==> src/rtl/adc_seq_pkg.sv <==
// adc_seq_pkg: shared FSM states, channel codes, default widths and round-robin helper for adc_sample_sequencer
package adc_seq_pkg;
  localparam int DATA_W_DEF = 10;
  localparam int DIV_W_DEF = 16;
  typedef enum logic [1:0] {
    S_IDLE      = 2'd0,
    S_WAIT_TICK = 2'd1,
    S_CONVERT   = 2'd2,
    S_PUSH      = 2'd3
  } state_e;
  localparam logic [1:0] CH_NONE = 2'd0;
  localparam logic [1:0] CH1 = 2'd1;
  localparam logic [1:0] CH2 = 2'd2;
  function automatic logic [1:0] next_ch(input logic [1:0] mask, input logic [1:0] last);
    return (last == CH1) ? (mask[1] ? CH2 : mask[0] ? CH1 : CH_NONE)
                         : (mask[0] ? CH1 : mask[1] ? CH2 : CH_NONE);
  endfunction
endpackage

==> src/rtl/adc_seq_tick_gen.sv <==
// adc_seq_tick_gen: sample-rate timer (clk_i, rst_n_i, enable_i, divider_i in; tick_o out), tick every divider_i+1 cycles, divider reloaded at each wrap
module adc_seq_tick_gen
  import adc_seq_pkg::*;
#(
  parameter int DIV_W = DIV_W_DEF
) (
  input  logic             clk_i,
  input  logic             rst_n_i,
  input  logic             enable_i,
  input  logic [DIV_W-1:0] divider_i,
  output logic             tick_o
);
  logic [DIV_W-1:0] cnt_q, div_q;
  logic wrap;
  assign wrap = cnt_q == div_q;
  assign tick_o = enable_i & wrap;
  always_ff @(posedge clk_i or negedge rst_n_i) begin
    if (!rst_n_i) begin
      cnt_q <= '0;
      div_q <= '0;
    end else if (!enable_i || wrap) begin
      cnt_q <= '0;
      div_q <= divider_i;
    end else begin
      cnt_q <= cnt_q + 1'b1;
    end
  end
endmodule

==> src/rtl/adc_sample_sequencer.sv <==
// adc_sample_sequencer: tick-timed round-robin ADC sequencer (driver start/done handshake in, valid/ready tagged sample out, sticky overrun_o, busy_o); ADC_SEQ_TIMEOUT_EN adds timeout_o
module adc_sample_sequencer
  import adc_seq_pkg::*;
#(
  parameter int DATA_W = DATA_W_DEF,
  parameter int DIV_W = DIV_W_DEF
`ifdef ADC_SEQ_TIMEOUT_EN
  ,parameter int TIMEOUT_CYC = 256
`endif
) (
  input  logic              clk_i,
  input  logic              rst_n_i,
  input  logic              enable_i,
  input  logic [1:0]        ch_mask_i,
  input  logic [DIV_W-1:0]  divider_i,
  output logic              start_sample_o,
  output logic [1:0]        channel_num_o,
  input  logic              data_ready_i,
  input  logic [DATA_W-1:0] data_i,
  output logic              sample_valid_o,
  input  logic              sample_ready_i,
  output logic [DATA_W-1:0] sample_data_o,
  output logic [1:0]        sample_ch_o,
  output logic              overrun_o,
  output logic              busy_o
`ifdef ADC_SEQ_TIMEOUT_EN
  ,output logic             timeout_o
`endif
);
  state_e state_q, state_d;
  logic [1:0] last_q, last_d, ch_q, ch_d, tag_q, tag_d, sel;
  logic start_q, start_d, valid_q, valid_d, ovr_q, ovr_d, dr_q;
  logic [DATA_W-1:0] data_q, data_d;
  logic tick, done_edge, tmo_hit;
  adc_seq_tick_gen #(.DIV_W(DIV_W)) u_tick (
    .clk_i(clk_i),
    .rst_n_i(rst_n_i),
    .enable_i(enable_i),
    .divider_i(divider_i),
    .tick_o(tick)
  );
  assign sel = next_ch(ch_mask_i, last_q);
  assign done_edge = data_ready_i & ~dr_q;
  always_comb begin
    state_d = state_q;
    last_d = last_q;
    ch_d = ch_q;
    tag_d = tag_q;
    start_d = start_q;
    valid_d = valid_q;
    data_d = data_q;
    ovr_d = ovr_q | (tick & (state_q == S_CONVERT || state_q == S_PUSH));
    if (!enable_i) begin
      state_d = S_IDLE;
      start_d = 1'b0;
      ch_d = CH_NONE;
      valid_d = 1'b0;
      ovr_d = 1'b0;
    end else begin
      case (state_q)
        S_IDLE: state_d = S_WAIT_TICK;
        S_WAIT_TICK: if (tick && sel != CH_NONE) begin
          state_d = S_CONVERT;
          start_d = 1'b1;
          ch_d = sel;
          last_d = sel;
        end
        S_CONVERT: if (done_edge) begin
          state_d = S_PUSH;
          start_d = 1'b0;
          ch_d = CH_NONE;
          valid_d = 1'b1;
          data_d = data_i;
          tag_d = ch_q;
        end else if (tmo_hit) begin
          state_d = S_WAIT_TICK;
          start_d = 1'b0;
          ch_d = CH_NONE;
        end
        S_PUSH: if (sample_ready_i) begin
          state_d = S_WAIT_TICK;
          valid_d = 1'b0;
        end
        default: state_d = S_IDLE;
      endcase
    end
  end
  always_ff @(posedge clk_i or negedge rst_n_i) begin
    if (!rst_n_i) begin
      state_q <= S_IDLE;
      last_q <= CH2;
      ch_q <= CH_NONE;
      tag_q <= CH_NONE;
      start_q <= 1'b0;
      valid_q <= 1'b0;
      ovr_q <= 1'b0;
      data_q <= '0;
      dr_q <= 1'b0;
    end else begin
      state_q <= state_d;
      last_q <= last_d;
      ch_q <= ch_d;
      tag_q <= tag_d;
      start_q <= start_d;
      valid_q <= valid_d;
      ovr_q <= ovr_d;
      data_q <= data_d;
      dr_q <= data_ready_i;
    end
  end
`ifdef ADC_SEQ_TIMEOUT_EN
  localparam int TW = $clog2(TIMEOUT_CYC);
  localparam logic [TW-1:0] TLAST = TW'(TIMEOUT_CYC - 1);
  logic [TW-1:0] tcnt_q;
  logic tmo_q;
  assign tmo_hit = state_q == S_CONVERT && tcnt_q == TLAST;
  assign timeout_o = tmo_q;
  always_ff @(posedge clk_i or negedge rst_n_i) begin
    if (!rst_n_i) begin
      tcnt_q <= '0;
      tmo_q <= 1'b0;
    end else begin
      tcnt_q <= (enable_i && state_q == S_CONVERT && !tmo_hit) ? tcnt_q + 1'b1 : '0;
      tmo_q <= enable_i & (tmo_q | (tmo_hit & ~done_edge));
    end
  end
`else
  assign tmo_hit = 1'b0;
`endif
  assign start_sample_o = start_q;
  assign channel_num_o = ch_q;
  assign sample_valid_o = valid_q;
  assign sample_data_o = data_q;
  assign sample_ch_o = tag_q;
  assign overrun_o = ovr_q;
  assign busy_o = state_q != S_IDLE;
endmodule

==> config.mk <==
export PLATFORM = sky130hd
export DESIGN_NAME = adc_sample_sequencer
export DESIGN_NICKNAME = d
export VERILOG_FILES = /design/src/rtl/adc_seq_pkg.sv /design/src/rtl/adc_seq_tick_gen.sv /design/src/rtl/adc_sample_sequencer.sv
export SDC_FILE = /design/constraint.sdc
export NUM_CORES = 1
export LEC_CHECK = 0
export CAP_MARGIN = 20
export CORE_UTILIZATION = 30
export CTS_BUF_LIST = sky130_fd_sc_hd__clkbuf_2 sky130_fd_sc_hd__clkbuf_4 sky130_fd_sc_hd__clkbuf_8
export DETAILED_ROUTE_END_ITERATION = 12
export GPL_ROUTABILITY_DRIVEN = 0
export PLACE_DENSITY = 0.54
export SYNTH_ARGS = -nofsm -noshare
export SYNTH_HDL_FRONTEND = slang
export SYNTH_SLANG_ARGS = --single-unit
==> constraint.sdc <==
create_clock -name clk_i -period 4.5 [get_ports clk_i]
set_input_delay 0.675 -clock clk_i [delete_from_list [all_inputs] [get_ports clk_i]]
set_output_delay 0.675 -clock clk_i [all_outputs]
set_load 0.03 [all_outputs]
### After elaboration in Yosys (flattened, before gate mapping)

Index checks and enable logic that the tools add are counted.

| storage, ports and cells | value |
|---|---|
| register bits after elaboration | 54 |
| output and inout bits | 18 |
| logic and storage cells | 63 |

| cells by class | value |
|---|---|
| $add $sub $neg | 1 |
| equality and inequality tests | 10 |
| multiplexer cells | 24 |
| bitwise logic cells | 5 |
| reduce and logical (&&, ||, !) cells | 12 |

Operators with widths:

| operator | count |
|---|---|
| $mux 2 | 11 |
| $add 16x1->16 const B | 1 |
| $eq 16x16->1 | 1 |
| $mux 16 | 1 |
| $reduce_and 3->1 | 5 |
| $ne 3x3->1 const B | 3 |
| $mux 1 | 8 |
| $pmux 2 s4 | 1 |
| $ne 3x1->1 const B | 2 |
| $eq 2x1->1 const B | 2 |
| $eq 2x2->1 const B | 2 |
| $pmux 1 s2 | 2 |
| $pmux 2 s2 | 1 |
| $reduce_bool 2->1 | 2 |
| $and 1x1->1 | 3 |
| $logic_not 2->1 | 1 |
| $logic_or 1x1->1 | 2 |
| $logic_and 1x1->1 | 1 |
| $logic_not 1->1 | 1 |
| $not 1->1 | 1 |
| $or 1x1->1 | 1 |

### Depth between registers and ports, before layout

| depth | value |
|---|---|
| depth in word-level cells | 8 |
| mapped depth | 8 |

### Cells and area by module

From an unflattened synthesis, not the netlist that was laid out.

| second synthesis, totals | value |
|---|---|
| cell total of the unflattened synthesis | 217 |
| area, all modules | 2,613.8 um2 |

By module, submodules not included:

| module | instances | cells an instance | area an instance (um2) | sequential area each (um2) |
|---|---|---|---|---|
| adc_seq_tick_gen | 1 | 133 | 1,555.2 | 800.8 |
| adc_sample_sequencer | 1 | 84 | 1,058.5 | 551.8 |

### Least setup slack after synthesis

OpenSTA, ideal clock, no wires.

| path | value |
|---|---|
| path kind | register to register |
| from | register u_tick.cnt_q[3] |
| to | register u_tick.div_q[13] |
| library setup time | 0.127 ns |
| data arrival time | 1.803 ns |
| data required time | 4.373 ns |
| slack | 2.569 ns |
| stages on the path, launching flop included | 8 |
| buffers on the path | 2 |
| cell sequence | dfrtp_1 > xnor2_1 > nand4_1 > nor4_4 > nand2b_1 > buf_6 > buf_8 > mux2_1 |

| between the ends | value |
|---|---|
| longest elaborated chain between the ends | 2 |

RTL lines:

| what | RTL line | RTL |
|---|---|---|
| start: declaration | adc_seq_tick_gen.sv:13 | `logic [DIV_W-1:0] cnt_q, div_q;` |
| start signal: assignment | adc_seq_tick_gen.sv:25 | `cnt_q <= cnt_q + 1'b1;` |
| $eq 16x16->1 | adc_seq_tick_gen.sv:15 | `assign wrap = cnt_q == div_q;` |
| $logic_or 1x1->1 | adc_seq_tick_gen.sv:21 | `end else if (!enable_i \|\| wrap) begin` |
| end signal: assignment | adc_seq_tick_gen.sv:23 | `div_q <= divider_i;` |
| end: declaration | adc_seq_tick_gen.sv:13 |  |

Every way passes these cells.
A chain may end at the register's enable or synchronous reset.

### Final worst setup path

| path | value |
|---|---|
| from | register state_q[0] |
| to | output port busy_o |

| between the ends | value |
|---|---|
| longest elaborated chain between the ends | 1 |

RTL lines:

| what | RTL line | RTL |
|---|---|---|
| start: declaration | adc_sample_sequencer.sv:30 | `state_e state_q, state_d;` |
| start signal: assignment | adc_sample_sequencer.sv:100 | `state_q <= state_d;` |
| $reduce_bool 2->1 | adc_sample_sequencer.sv:136 | `assign busy_o = state_q != S_IDLE;` |
| end: declaration | adc_sample_sequencer.sv:25 | `output logic busy_o` |

Every way passes these cells.

==> results_dict.tcl <==
set metrics [dict create \
    finalCritPeriodShare_pct 53.1 \
    wl_mm 4.66 \
    dp_slack_ns 1.95 \
    hold_ws_ns 0.473 \
    synth_edf_count 0 \
    cts_hold_buf 0 \
    coreArea_mm2 0.00826 \
    synth_nets 256 \
    clk_pin_slew_ns 0.09 \
    cts_max_path_buffers 2 \
    die_x_um 94.7 \
    finalHoldViolCount 0 \
    cts_setup_buffers 0 \
    synth.distinct_cells 36 \
    grt_usage_pct 11.4 \
    cts_root_buffer "clkbuf_8" \
    path_max_fanout 4 \
    yosysWarningCount 0 \
    antenna_found_initial 0 \
    tightest_slew_ns 0.680 \
    cts_made_buffers 5 \
    cap_viol_max_count 0 \
    hpwlAfterDp_mm 3.30 \
    area_growth_pct 26.0 \
    first_pass_iters 4 \
    cts-resized-gates 0 \
    crit_chain "inv_1 > ha_1 > inv_1 > clkdlybuf4s50_1" \
    status "complete, no violations" \
    drt_iter0_drc 76 \
    cpLargestDelayFamily "buffers and inverters" \
    drc_errors 0 \
    max_slew_margin_pct 54.5 \
    antenna_cells 0 \
    num_vias 1695 \
    yosysSeqAreaShare_pct 52.4 \
    p_per_area_mw_per_mm2 378 \
    most-common-layout-cells "53 x dfrtp_1, 49 x clkdlybuf4s50_1, 22 x nor2_1, 19 x xnor2_1, 17 x nand2_1" \
    clock_skew_ns 0.00535 \
    stdcell_area_mm2 0.00325 \
    htree_levels 2 \
    grt_max_degree 55 \
    cts_tree "built" \
    synthFlopType "dfrtp_1" \
    dieArea_mm2 0.00897 \
    pin_count 51 \
    drive_gt1_share_pct 13.2 \
    viasPerCell 4.50 \
    end_kind "output port" \
    crit_path_top_delay_cell "clkdlybuf4s50_1" \
    peakVddDrop_v 0.000128 \
    grt_pass1_wl_mm 7.93 \
    start_util_pct 31.2 \
    grt_pass1_vias 1691 \
    clock.fmax_ghz 0.419 \
    netlist_instances 218 \
    overflow 0 \
    cp_data_required_time_ns 3.83 \
    clock_latency_ns 0.30 \
    slowest_delay_ns 0.66 \
    fin_util_pct 39.4 \
    crit_top_cell "inv_1" \
    drv_slew 0 \
    placed_area_mm2 0.00316 \
    syn_avg_cell_area_um2 11.8 \
    period_needed_ns 2.39 \
    fin_tns_setup_ns 0 \
    timing.final.ws_setup_ns 2.11 \
    synth-seq-cells 54 \
    grt_setup_unrepaired "false" \
    cp-start-kind "flop" \
    dieHeight_um 94.7 \
    numClockSinks 54 \
    rows 33 \
    p_leak_uw 0.00138 \
    final_nets 309 \
    mostFrequentLayoutCell "dfrtp_1" \
    postSynth.asyncResetShare_pct 100 \
    setup_viol 0 \
    path_buf_inv 3 \
    ant_nets 0 \
    hold_class "flop to flop" \
    crit_type "flop to output port" \
    wl_per_cell_um 12.4 \
    cp.arrival_ns 1.71 \
    port_buffers 50 \
    synth.cell_area_mm2 0.00258 \
]
worst paths after layout:
kind | from | endpoint | slack, ns | cells after the start
min in group asynchronous | rst_n_i | sample_data_o[2] | 0.49 | 2
setup / recovery | state_q[0] | busy_o | 2.11 | 4
hold reg to reg | last_q[1] | last_q[1] | 0.47 | 2
setup reg to reg | u_tick.cnt_q[6] | u_tick.div_q[0] | 2.11 | 6
hold / removal | last_q[1] | last_q[1] | 0.47 | 2
max in group asynchronous | rst_n_i | u_tick.cnt_q[13] | 3.57 | 2
area by class of cell:
| cell class | instances | area (um^2) |
|---|---|---|
| clock inverter | 1 | 5.00 |
| inverter | 13 | 48.8 |
| sequential | 54 | 1350 |
| multi-input combinational | 145 | 1110 |
| tap | 105 | 131 |
| clock buffer | 7 | 90.1 |
| fill | 832 | 5010 |
| timing repair buffer | 52 | 510 |
metrics by stage:
| step | power [uW] | std cells |
|---|---|---|
| 2_1_floorplan | 815 | 218 |
| 3_3_place_gp | 959 | 369 |
| 3_5_place_dp | 963 | 369 |
| 4_1_cts | 1250 | 377 |
| 5_1_grt | 1300 | 377 |
| 6_report | 1230 | 377 |
cells in the mapped netlist, types with 3 or more instances:
master	n	area (um^2)
ha_1	5	62.6
nand4_1	7	43.8
dfrtp_1	53	1330
mux2_1	3	33.8
nor2_1	22	82.6
nand2_1	17	63.8
nand3_1	7	35.0
mux2_2	13	146
mux2_4	10	150
xnor2_1	19	166
o21ai_0	6	30.0
xor2_1	11	96.3
inv_1	13	48.8
flip-flops by register name, summed over array words and instances, names as in the netlist:
register	cells
sample_valid_o	1
last_q	2
overrun_o	1
state_q	2
channel_num_o	2
sample_ch_o	2
u_tick.div_q	16
start_sample_o	1
dr_q	1
u_tick.cnt_q	16
sample_data_o	10
worst reg2reg max path: cells and delay by family (launching register included):
family | cells | cell delay (ns)
flip-flops | 1 | 0.46
XOR/XNOR | 1 | 0.17
AND/OR/NAND/NOR | 3 | 0.86
multiplexers | 1 | 0.40
buffers and inverters | 1 | 0.39
kinds of logic after synthesis:
logic type,share of synthesized area [%]
AND/OR/NAND/NOR,12.9
AO/OA/AOI/OAI,4.07
multiplexers,13.6
flip-flops,52.4
adder cells (fa/ha/maj),2.42
buffers and inverters,4.41
XOR/XNOR,10.2
routing by layer:
metal | share of wire (%) | GRT usage (%) | wire [um]
met2 | 48 | 18.2 | 2230
met1 | 47 | 15.4 | 2170
met4 | 0.54 | 3.03 | 25
met3 | 5.0 | 2.74 | 235
met5 | 0 | 0 | 0
power by group:
| group | leakage (uW) | total, uW | internal, uW | switching [uW] |
|---|---|---|---|---|
| combinational | 0.000640 | 366 | 182 | 184 |
| sequential | 0.000692 | 582 | 543 | 39.5 |
| clock | 0.0000517 | 282 | 131 | 151 |
No activity file was read; power rests on OpenSTA's default activity.
